--- src/rtl/mem_port_arbiter.sv ---
// Arbiter and sequencer for the single shared memory port: serialises instruction fetch and
// load/store onto a fixed-latency memory. Define MEM_ARB_ROUND_ROBIN_EN for alternating priority.
module mem_port_arbiter #(
    parameter int unsigned READ_LAT = 2,
    parameter int unsigned ADDR_W   = 32
) (
    input  logic              clk,
    input  logic              reset,
    input  logic              if_req,
    input  logic [ADDR_W-1:0] if_addr,
    input  logic              ls_req,
    input  logic              ls_we,
    input  logic [ADDR_W-1:0] ls_addr,
    input  logic [31:0]       ls_wdata,
    input  logic [31:0]       mem_rdata,
    output logic [ADDR_W-1:0] mem_addr,
    output logic              mem_wr,
    output logic [31:0]       mem_wdata,
    output logic [31:0]       rdata,
    output logic              if_done,
    output logic              ls_done,
    output logic              ls_err,
    output logic              busy
);

    typedef enum logic [1:0] {StIdle, StBusy, StResp, StErr} state_e;

    localparam logic [2:0] LatCnt = 3'(READ_LAT);

    state_e     state_q;
    logic [2:0] cnt_q;
    logic       owner_ls_q;
    logic       store_q;
    logic       prio_ls;
    logic       grant_ls;
    logic       grant_if;
    logic       misaligned;

`ifdef MEM_ARB_ROUND_ROBIN_EN
    logic prio_ls_q;
    assign prio_ls = prio_ls_q;
`else
    assign prio_ls = 1'b1;
`endif

    // A lone requester always wins; the priority bit only breaks ties.
    always_comb begin
        grant_ls   = ls_req && (!if_req || prio_ls);
        grant_if   = if_req && !grant_ls;
        misaligned = (ls_addr[1:0] != 2'b00);
    end

    always_ff @(posedge clk or negedge reset) begin
        if (!reset) begin
            state_q    <= StIdle;
            cnt_q      <= 3'd0;
            owner_ls_q <= 1'b0;
            store_q    <= 1'b0;
            mem_addr   <= '0;
            mem_wr     <= 1'b0;
            mem_wdata  <= 32'd0;
            rdata      <= 32'd0;
            if_done    <= 1'b0;
            ls_done    <= 1'b0;
            ls_err     <= 1'b0;
            busy       <= 1'b0;
`ifdef MEM_ARB_ROUND_ROBIN_EN
            prio_ls_q  <= 1'b1;
`endif
        end else begin
            if_done <= 1'b0;
            ls_done <= 1'b0;
            ls_err  <= 1'b0;
            mem_wr  <= 1'b0;
            unique case (state_q)
                StIdle: begin
                    if (grant_ls) begin
                        owner_ls_q <= 1'b1;
                        busy       <= 1'b1;
                        if (misaligned) begin
                            state_q <= StErr;
                        end else begin
                            state_q   <= StBusy;
                            mem_addr  <= ls_addr;
                            mem_wdata <= ls_wdata;
                            mem_wr    <= ls_we;
                            store_q   <= ls_we;
                            cnt_q     <= ls_we ? 3'd1 : LatCnt;
                        end
                    end else if (grant_if) begin
                        owner_ls_q <= 1'b0;
                        busy       <= 1'b1;
                        state_q    <= StBusy;
                        mem_addr   <= if_addr;
                        store_q    <= 1'b0;
                        cnt_q      <= LatCnt;
                    end
`ifdef MEM_ARB_ROUND_ROBIN_EN
                    if (grant_ls) begin
                        prio_ls_q <= 1'b0;
                    end else if (grant_if) begin
                        prio_ls_q <= 1'b1;
                    end
`endif
                end
                StBusy: begin
                    if (cnt_q == 3'd1) begin
                        if (!store_q) begin
                            rdata <= mem_rdata;
                        end
                        if_done <= !owner_ls_q;
                        ls_done <= owner_ls_q;
                        state_q <= StResp;
                    end else begin
                        cnt_q <= cnt_q - 3'd1;
                    end
                end
                StResp: begin
                    busy    <= 1'b0;
                    state_q <= StIdle;
                end
                // Misaligned access: no memory cycle, error reported through the RESP slot.
                StErr: begin
                    ls_done <= 1'b1;
                    ls_err  <= 1'b1;
                    state_q <= StResp;
                end
                default: state_q <= StIdle;
            endcase
        end
    end

endmodule

--- config.mk ---
export PLATFORM = sky130hd
export DESIGN_NAME = mem_port_arbiter
export DESIGN_NICKNAME = d
export VERILOG_FILES = /design/src/rtl/mem_port_arbiter.sv
export SDC_FILE = /design/constraint.sdc
export NUM_CORES = 1
export LEC_CHECK = 0
export CORE_ASPECT_RATIO = 1.75
export CORE_UTILIZATION = 40
export DETAILED_ROUTE_END_ITERATION = 6
export HOLD_SLACK_MARGIN = 0.15
export PLACE_DENSITY_LB_ADDON = 0.12
export SYNTH_ARGS = -nofsm -noshare
export SYNTH_HDL_FRONTEND = slang
export SYNTH_SLANG_ARGS = --single-unit
--- constraint.sdc ---
create_clock -name clk -period 2.5 [get_ports clk]
set_input_delay 0.5 -clock clk [delete_from_list [all_inputs] [get_ports clk]]
set_output_delay 0.5 -clock clk [all_outputs]
set_load 0.05 [all_outputs]
==> out/qor.csv, run 1 <==
stage;metric;value;unit
run_status;outcome;completed;
sta;whs;148;ps
grt;grtUsageTotal;0.187;
sta;min_period_over_period;0.817;
logic_synthesis;ys_ff_latch;108;
sta;hold_viol_final;0;
sta;rsz0062_at_grt;false;
power_and_ir_drop;p_leak;3.29;nW
clocking;clock_latency;350;ps
clocking;cts_sinks;108;
logic_synthesis;yosys.area.top_type;dfrtp_1;
hold_path;min_path_type;in -> async;
logic_synthesis;async_reset_ff_frac;1.00;
logic_synthesis;synth_warnings;0;
floorplanning;core_area;11000;sq um
final_layout;diodes;0;
clocking;numCtsBuffers;9;
worst_setup_path;crit_start;mem_wdata[30]$_DFFE_PN0P_;
sta;max-slew-margin-rel;0.600;
clocking;clockRootBuffer;clkbuf_16;
sta;fin_skew;10.3;ps
clocking;cts_resized;0;
power_and_ir_drop;finalPower;10.5;mW
worst_setup_path;cp.required;2000;ps
sta;period_needed;2040;ps
clocking;clock_path_buffers;2;
worst_setup_path;ff2ff_setup_slack;510;ps
worst_setup_path;crit_path_max_incr_delay;840;ps
worst_setup_path;crit_path_max_fanout;2;
sta;setup-violations-final;0;
power_and_ir_drop;powerDensity;1440;nW/um^2
worst_setup_path;cpLargestDelayFamily;buffers and inverters;
placed_design;place_congestion;0.802;
worst_setup_path;r2r_cells;3;
routing;via_count;3398;
clocking;clk_pin_slew_worst_paths;70;ps
routing;dr.pass1.iters;4;
logic_synthesis;synth_fp_nets;464;
sta;tightest_slew;599;ps
logic_synthesis;synth.cell_area;4530;sq um
grt;grt_max_degree;64;
floorplanning;start_util;0.410;
sta;tns;0;ps
placed_design;dp_hpwl;8300;um
clocking;post_cts_buffers;0;
floorplanning;die_w;82.4;um
logic_synthesis;synth_top_area_share;0.597;
routing;drt_iter0_drc;84;
worst_setup_path;crit_chain;clkdlybuf4s50_1;
logic_synthesis;yosys_most_used_dff;dfrtp_1;
final_layout;final_layout_size_suffix_gt1_frac;0.162;
floorplanning;ios;234;
flow_run;maxCapViolations;0;
worst_setup_path;startpoint_type;flop;
worst_setup_path;cp-endpoint;mem_wdata[30];
grt;grt_overflow;0;
logic_synthesis;syn_inst;329;
floorplanning;die_h;143;um
worst_setup_path;cp_num_cells;1;
sta;fmax;490;MHz
floorplanning;dieArea;11800;sq um
sta;slew_viol_final;0;
sta;setup_ws;458;ps
logic_synthesis;synth_edf_count;0;
clocking;cts_hold_buf;0;
worst_setup_path;end_kind;primary output;
grt;antenna_found_initial;0;
worst_setup_path;path_buf_inv;1;
logic_synthesis;ys_seq_area_frac;0.597;
placed_design;dpl_worst_slack;369;ps
worst_setup_path;rr_startpoint;state_q[1]$_DFFE_PN0P_;
grt;grt_pass1_wl;16300;um
final_layout;nets;699;
placed_design;port_buffers;233;
power_and_ir_drop;ir_worst_vdd;0.960;mV
logic_synthesis;ys_types;32;
floorplanning;rows;51;
logic_synthesis;ys_top_cells_by_area;dfrtp_1 (60%), mux2_4 (10%), mux2_2 (8.2%);
worst_setup_path;crit_arrival;1540;ps
worst_setup_path;rr_endpoint;rdata[21]$_DFFE_PN0P_;
routing;viasPerCell;4.85;
grt;grt_pass1_vias;3329;
logic_synthesis;synth.avg_cell_area;13.8;sq um
routing;drt-total-wl;10900;um
routing;postRouteAntennaNets;0;
clocking;cts_tree;done;
clocking;htreeDepth;3;
worst_setup_path;slowest_stage;clkdlybuf4s50_1;
worst_setup_path;critPathKind;reg -> out;
final_layout;syn_to_final_growth;61.2;%
routing;routedWlPerCell;15.5;um
routing;drc;0;
-- through the flow --
step / cells / area [sq um] / util
global placement: 685 / 7000 / 0.634
detailed placement: 685 / 7000 / 0.634
global route: 700 / 7300 / 0.661
floorplan: 329 / 4530 / -
finish: 700 / 7300 / 0.661
CTS: 700 / 7300 / 0.661
-- cell usage after synthesis, types with 2 or more instances --
library cell  number
dfrtp_1          108
nand2_1           39
o21ai_0           34
mux2_2            33
mux2i_1           31
mux2_4            30
clkbuf_1           7
nor2_1             6
buf_2              4
inv_1              4
buf_1              3
buf_12             3
nor3b_1            3
a211o_1            2
a21oi_1            2
ha_1               2
nand4b_1           2
nor2b_1            2
-- kinds of logic (layout without fill, tap and decap cells) --
logic type	count (synthesis)	count (layout)	share of synthesized area
flops	108	108	0.597
mux	95	95	0.253
simple gates	61	61	0.0650
fa+ha+maj	2	2	0.00553
compound gates	41	41	0.0481
buf+inv	22	261	0.0318
-- worst min-delay path by stage --
stage / startpoint / to
after floorplan: reset / busy$_DFFE_PN0P_
after global placement: mem_addr[0]$_DFFE_PN0P_ / mem_addr[0]$_DFFE_PN0P_
after detailed placement: mem_addr[0]$_DFFE_PN0P_ / mem_addr[0]$_DFFE_PN0P_
after CTS: reset / rdata[3]$_DFFE_PN0P_
after global routing: reset / rdata[3]$_DFFE_PN0P_
final: reset / rdata[3]$_DFFE_PN0P_
-- flip-flops by register name, indices dropped and copies added, names as in the netlist --
name,cells
busy,1
ls_err,1
owner_ls_q,1
if_done,1
ls_done,1
mem_wdata,32
mem_addr,32
mem_wr,1
store_q,1
cnt_q,3
state_q,2
rdata,32
-- area by class of cell --
type | instances | area [sq um]
Fill cell | 861 | 3740
Sequential cell | 108 | 2700
Timing Repair Buffer | 242 | 2430
Multi-Input combinational cell | 199 | 1690
Clock buffer | 11 | 243
Tap cell | 132 | 165
Clock inverter | 4 | 50.0
Inverter | 4 | 15.0
-- worst register-to-register path: stages, from the launching register on --
cell and delay, ps:
dfrtp_1 450, nand2b_4 200, or4b_4 820, mux2_4 410
-- metal layers --
| layer | global-route usage | part of all wire |
|---|---|---|
| met5 | 0 | 0 |
| met2 | 0.316 | 0.49 |
| met4 | 0.0822 | 0.028 |
| met3 | 0.0671 | 0.11 |
| met1 | 0.207 | 0.37 |
-- where the power goes --
group / switching, mW / internal, mW / total, mW
sequential: 0.456 / 2.58 / 3.04
combinational: 3.75 / 2.30 / 6.05
clock: 0.604 / 0.797 / 1.40
total: 4.81 / 5.68 / 10.5
-- cells in the final DEF (no fill, tap or decap), types with 2 or more instances in the layout --
master and n:
nand4b_1 2, buf_4 7, a21oi_1 2, buf_12 3, inv_1 4, nor3b_1 3, o21ai_0 34, nor2b_1 2
mux2i_1 31, dfrtp_1 108, mux2_2 33, clkdlybuf4s50_1 231, clkbuf_16 9, mux2_4 30, nand2_1 39, ha_1 2
a211o_1 2, clkinvlp_4 2, nor2_1 6
(Power assumes the default switching activity.)
==> run 2, diff against run 1 <==
- clock period: 2.5 -> 2 ns (I/O delays scaled with it)
==> run 2 against run 1 <==
Cell count is 1.3% higher; sequential power is 25% higher; critical path depth stayed put; combinational power is 27% higher; global-route usage is 1.3 points higher; power is 25% higher; worst hold slack better by 320 ps.
==> out/qor.csv, run 2 (same netlist as run 1, synthesis figures left out) <==
stage;metric;value;unit;change
run_status;outcome;completed;;
floorplanning;die_h;143;um;unchanged
power_and_ir_drop;p_leak;3.34;nW;+1.5%
routing;drt_iter0_drc;69;;-18%
routing;drt-total-wl;11400;um;+5.0%
power_and_ir_drop;powerDensity;1780;nW/um^2;+24%
worst_setup_path;cpLargestDelayFamily;buffers and inverters;;
clocking;htreeDepth;3;;unchanged
routing;routedWlPerCell;16.1;um;+3.6%
hold_path;min_from;owner_ls_q$_DFFE_PN0P_;;
sta;min_period_over_period;0.980;;
sta;fin_skew;10.6;ps;+0.301 ps
worst_setup_path;critPathKind;reg -> out;;
grt;grt_max_degree;58;;-9.4%
worst_setup_path;end_kind;primary output;;
placed_design;placed_area;7090;sq um;+1.2%
clocking;clockRootBuffer;clkbuf_16;;
final_layout;layout_commonest_cell;clkdlybuf4s50_1;;
sta;slew_viol_final;0;;unchanged
worst_setup_path;startpoint_type;flop;;
hold_path;min_path_type;reg -> reg;;
worst_setup_path;cp.required;1600;ps;-400 ps
clocking;clock_latency;350;ps;about the same
clocking;clock_path_buffers;2;;unchanged
clocking;post_cts_buffers;0;;unchanged
grt;grtUsageTotal;0.201;;+0.0135
worst_setup_path;crit_path_max_incr_delay;850;ps;about the same
grt;grt_pass1_wl;17400;um;+6.6%
sta;fmax;510;MHz;
worst_setup_path;rr_startpoint;cnt_q[1]$_DFFE_PN0P_;;
routing;met2_length;5810;um;+8.5%
power_and_ir_drop;ir_worst_vdd;1.13;mV;+17%
floorplanning;dieArea;11800;sq um;unchanged
routing;dr_wl_met3;1240;um;+8.0%
sta;hold_viol_final;0;;unchanged
worst_setup_path;slowest_stage;clkdlybuf4s50_1;;
final_layout;fin_util;0.668;;+0.00725
placed_design;port_buffers;233;;unchanged
sta;whs;463;ps;+316 ps
sta;max-slew-margin-rel;0.618;;+0.0178
placed_design;place_congestion;0.833;;+3.9%
clocking;cts_tree;done;;
routing;dr.pass1.iters;4;;unchanged
flow_run;maxCapViolations;0;;unchanged
final_layout;reg.largest.list;mem_addr x32, mem_wdata x32, rdata x32;;
final_layout;finish.instance_area;7380;sq um;+1.1%
worst_setup_path;crit_chain;clkdlybuf4s50_1;;
sta;rsz0062_at_grt;false;;
final_layout;finalNonFillerCells;709;;+1.3%
grt;grt_overflow;0;;unchanged
final_layout;layout_common_cells;clkdlybuf4s50_1 (228), dfrtp_1 (108), nand2_1 (39);;
clocking;clk_pin_slew_worst_paths;70;ps;about the same
grt;grt_pass1_vias;3589;;+7.8%
worst_setup_path;crit_start;mem_wdata[18]$_DFFE_PN0P_;;
final_layout;syn_to_final_growth;63.0;%;
sta;tightest_slew;571;ps;-28.5 ps
final_layout;diodes;0;;unchanged
worst_setup_path;crit_path_max_fanout;2;;unchanged
routing;postRouteAntennaNets;0;;unchanged
sta;setup-violations-final;0;;unchanged
sta;period_needed;1960;ps;
floorplanning;ios;234;;unchanged
placed_design;dp_cells;692;;+1.0%
floorplanning;core_area;11000;sq um;unchanged
routing;viasPerCell;4.91;;+1.2%
placed_design;dp_hpwl;8870;um;+6.9%
clocking;cts_sinks;108;;unchanged
clocking;numCtsBuffers;9;;unchanged
worst_setup_path;path_buf_inv;1;;unchanged
power_and_ir_drop;finalPower;13.1;mW;+25%
floorplanning;start_util;0.410;;unchanged
floorplanning;die_w;82.4;um;unchanged
routing;drc;0;;unchanged
final_layout;nets;707;;+1.1%
routing;wl_met1;3980;um;-2.1%
grt;antenna_found_initial;0;;unchanged
routing;top_layer;met4;;
worst_setup_path;crit_arrival;1560;ps;+20 ps
floorplanning;rows;51;;unchanged
final_layout;final_layout_size_suffix_gt1_frac;0.179;;+0.0165
routing;via_count;3484;;+2.5%
run 2: path summary, 6_finish.rpt:
check / to / slack (ps) / cells after the start
max reg2reg: rdata[21]$_DFFE_PN0P_ / 220 / 5
min: if_done$_DFF_PN0_ / 460 / 1
max: mem_wdata[18] / 40 / 1
min reg2reg: if_done$_DFF_PN0_ / 460 / 1
max in group asynchronous: mem_addr[27]$_DFFE_PN0P_ / 850 / 3
min in group asynchronous: rdata[4]$_DFFE_PN0P_ / 590 / 2
run 2: power by group:
group	internal, mW	total, mW	switching (mW)
Sequential	3.23	3.79	0.564
Clock	0.881	1.67	0.785
Combinational	2.92	7.67	4.75
run 2: what timing repair did:
action	CTS	global route
endpoints found under the setup margin	0	2
resized for setup	0	1
hold endpoints to repair	33	0
hold buffers	1	0
run 2: metal layers:
layer | up-vias | global-route usage
met5 | - | 0
met1 | 1663 | 0.214
met4 | 0 | 0.0905
li1 | 1624 | -
met2 | 176 | 0.341
met3 | 21 | 0.0780
run 2: layout make-up:
class / instances / area (sq um)
Clock buffer: 11 / 243
Clock inverter: 5 / 37.5
Fill cell: 889 / 3660
Inverter: 4 / 15.0
Multi-Input combinational cell: 199 / 1690
Sequential cell: 108 / 2700
Tap cell: 132 / 165
Timing Repair Buffer: 250 / 2520
run 2: per-stage QoR:
stage,TNS [ps],setup slack (ps)
global placement,0,0.688
finish,0,39.9
detailed placement,-860,-42.2
floorplan,0,208
CTS,0,34.2
global route,0,2.67
==> run 3, diff against run 2 <==
- ABC_AREA: unset -> 1
- CORE_UTILIZATION: 40 -> 41
- SKIP_CTS_REPAIR_TIMING: unset -> 1
==> run 3 against run 2 <==
Clock skew is 2.5 ps lower; die area grew 1.7%; worst setup slack improved by 9.8 ps; largest cell class unchanged; cell area increased by 1.5%; sequential power rose by 1%; count of clock-buffer cells in the layout is 1 lower; combinational power down 1%; critical path depth unchanged; largest power group unchanged; register-to-register slack improved by 160 ps; sequential share of layout area is 0.54 points lower.
==> out/qor.csv, run 3 <==
stage;metric;value;unit;change
logic_synthesis;synth.cell_area;4720;sq um;+4.3%
worst_setup_path;crit_chain;clkdlybuf4s50_1;;
worst_setup_path;startpoint_type;flop;;
worst_setup_path;slowest_stage;clkdlybuf4s50_1;;
final_layout;final_layout_size_suffix_gt1_frac;0.0466;;-0.132
clocking;htreeDepth;3;;unchanged
grt;grtUsageTotal;0.208;;+0.00699
final_layout;diodes;0;;unchanged
logic_synthesis;synth_fp_nets;716;;+54%
final_layout;finalNonFillerCells;948;;+34%
power_and_ir_drop;powerDensity;1770;nW/um^2;-0.71%
floorplanning;die_h;144;um;+0.85%
routing;dr.pass1.iters;4;;unchanged
logic_synthesis;synth.avg_cell_area;8.13;sq um;-41%
floorplanning;core_area;11200;sq um;+1.2%
floorplanning;die_w;83.1;um;+0.85%
placed_design;port_buffers;233;;unchanged
sta;tightest_slew;589;ps;+18.1 ps
placed_design;place_congestion;0.838;;+0.67%
floorplanning;ios;234;;unchanged
placed_design;dpl_worst_slack;170;ps;+212 ps
routing;wl_met1;4740;um;+19%
floorplanning;dieArea;12000;sq um;+1.7%
logic_synthesis;ys_types;22;;-31%
logic_synthesis;ys_top_cells_by_area;dfrtp_1 (57%), nand2_1 (23%), inv_1 (6.0%);;
sta;period_needed;1950;ps;-9.82 ps
worst_setup_path;path_buf_inv;1;;unchanged
logic_synthesis;synthTopCellsByCount;nand2_1 (284), dfrtp_1 (108), inv_1 (76);;
grt;antenna_found_initial;0;;unchanged
grt;grt_pass1_wl;19700;um;+13%
final_layout;syn_to_final_growth;58.6;%;
routing;routedWlPerCell;12.8;um;-20%
worst_setup_path;rr_startpoint;state_q[0]$_DFFE_PN0P_;;
worst_setup_path;crit_path_max_fanout;2;;unchanged
logic_synthesis;yosys_most_used_dff;dfrtp_1;;
worst_setup_path;crit_path_max_incr_delay;860;ps;about the same
sta;fin_skew;8.13;ps;-2.51 ps
logic_synthesis;syn_inst;581;;+77%
clocking;cts_sinks;108;;unchanged
final_layout;nets;946;;+34%
logic_synthesis;synth_edf_count;0;;unchanged
run_status;outcome;completed;;
power_and_ir_drop;p_leak;3.83;nW;+15%
logic_synthesis;synth_most_common_cell;nand2_1;;
floorplanning;start_util;0.423;;+0.0127
routing;dr_wl_met3;635;um;-49%
clocking;clock_path_buffers;2;;unchanged
power_and_ir_drop;ir_worst_vdd;1.07;mV;-5.3%
clocking;clock_latency;340;ps;about the same
sta;slew_viol_final;0;;unchanged
final_layout;reg.largest.list;mem_addr x32, mem_wdata x32, rdata x32;;
logic_synthesis;ys_ff_latch;108;;unchanged
sta;min_period_over_period;0.975;;-0.00491
sta;tns;0;ps;unchanged
floorplanning;rows;51;;unchanged
hold_path;min_path_type;reg -> reg;;
worst_setup_path;cpLargestDelayFamily;buffers and inverters;;
sta;fmax;513;MHz;+0.50%
hold_path;min_from;owner_ls_q$_DFFE_PN0P_;;
worst_setup_path;crit_arrival;1550;ps;about the same
routing;via_count;4317;;+24%
routing;met2_length;6270;um;+7.9%
logic_synthesis;ys_seq_area_frac;0.572;;-0.0245
routing;viasPerCell;4.55;;-7.3%
placed_design;dp_cells;931;;+35%
final_layout;layout_commonest_cell;nand2_1;;
sta;setup_ws;49.8;ps;+9.82 ps
grt;grt_pass1_vias;4286;;+19%
sta;hold_viol_final;0;;unchanged
worst_setup_path;end_kind;primary output;;
sta;max-slew-margin-rel;0.607;;-0.0109
routing;postRouteAntennaNets;0;;unchanged
clocking;numCtsBuffers;9;;unchanged
clocking;clk_pin_slew_worst_paths;70;ps;about the same
sta;setup-violations-final;0;;unchanged
grt;grt_max_degree;109;;+88%
sta;rsz0062_at_grt;false;;
worst_setup_path;cp.required;1600;ps;about the same
logic_synthesis;async_reset_ff_frac;1.00;;unchanged
grt;grt_overflow;0;;unchanged
routing;drt_iter0_drc;166;;+140%
placed_design;dp_hpwl;9230;um;+4.1%
logic_synthesis;synth_top_area_share;0.572;;-0.0245
clocking;clockRootBuffer;clkbuf_16;;
logic_synthesis;yosys.area.top_type;dfrtp_1;;
worst_setup_path;critPathKind;reg -> out;;
flow_run;maxCapViolations;0;;unchanged
routing;drc;0;;unchanged
worst_setup_path;crit_start;mem_wdata[19]$_DFFE_PN0P_;;
routing;drt-total-wl;12200;um;+6.5%
final_layout;layout_common_cells;nand2_1 (284), clkdlybuf4s50_1 (230), dfrtp_1 (108);;
clocking;cts_tree;done;;
routing;top_layer;met4;;
logic_synthesis;synth_warnings;0;;unchanged
==> run 3: logic make-up after synthesis <==
logic type,Yosys count,share of synthesized area
simple gates,299,0.251
flops,108,0.572
buf+inv,103,0.0954
compound gates,69,0.0761
fa+ha+maj,2,0.00530
==> run 3: area by class of cell <==
cell class	count	area, sq um
clock inverter	6	72.6
timing repair buffer	244	2450
inverter	78	293
tap	132	165
fill	911	3680
clock buffer	10	239
sequential	108	2700
multi-input combinational	370	1570
==> run 3: per-stage QoR <==
stage / util / power (mW) / cell area, sq um / hold WS, ps
floorplan: - / 8.73 / 4720 / 104
global placement: 0.642 / 11.4 / 7170 / 453
detailed placement: 0.642 / 11.5 / 7170 / 464
CTS: 0.670 / 13.4 / 7480 / 148
global route: 0.670 / 14.0 / 7490 / 506
finish: 0.670 / 13.2 / 7490 / 482
==> run 3: routing by layer <==
metal | vias up | track usage
li1 | 2198 | -
met1 | 1924 | 0.228
met2 | 161 | 0.375
met3 | 34 | 0.0419
met4 | 0 | 0.113
met5 | - | 0
==> run 3: worst paths after layout <==
check / cells past startpoint / slack [ps] / end
min in group asynchronous: 3 / 630 / rdata[0]$_DFFE_PN0P_
max in group asynchronous: 3 / 880 / rdata[14]$_DFFE_PN0P_
setup reg to reg: 6 / 380 / rdata[14]$_DFFE_PN0P_
hold / removal: 1 / 480 / if_done$_DFF_PN0_
setup / recovery: 1 / 50 / mem_wdata[19]
hold reg to reg: 1 / 480 / if_done$_DFF_PN0_
==> run 3: where the power goes <==
group	leakage (nW)	switching [mW]	total (mW)	internal (mW)
Combinational	2.35	5.09	7.59	2.50
Sequential	1.34	0.601	3.84	3.24
Clock	0.143	0.786	1.80	1.02
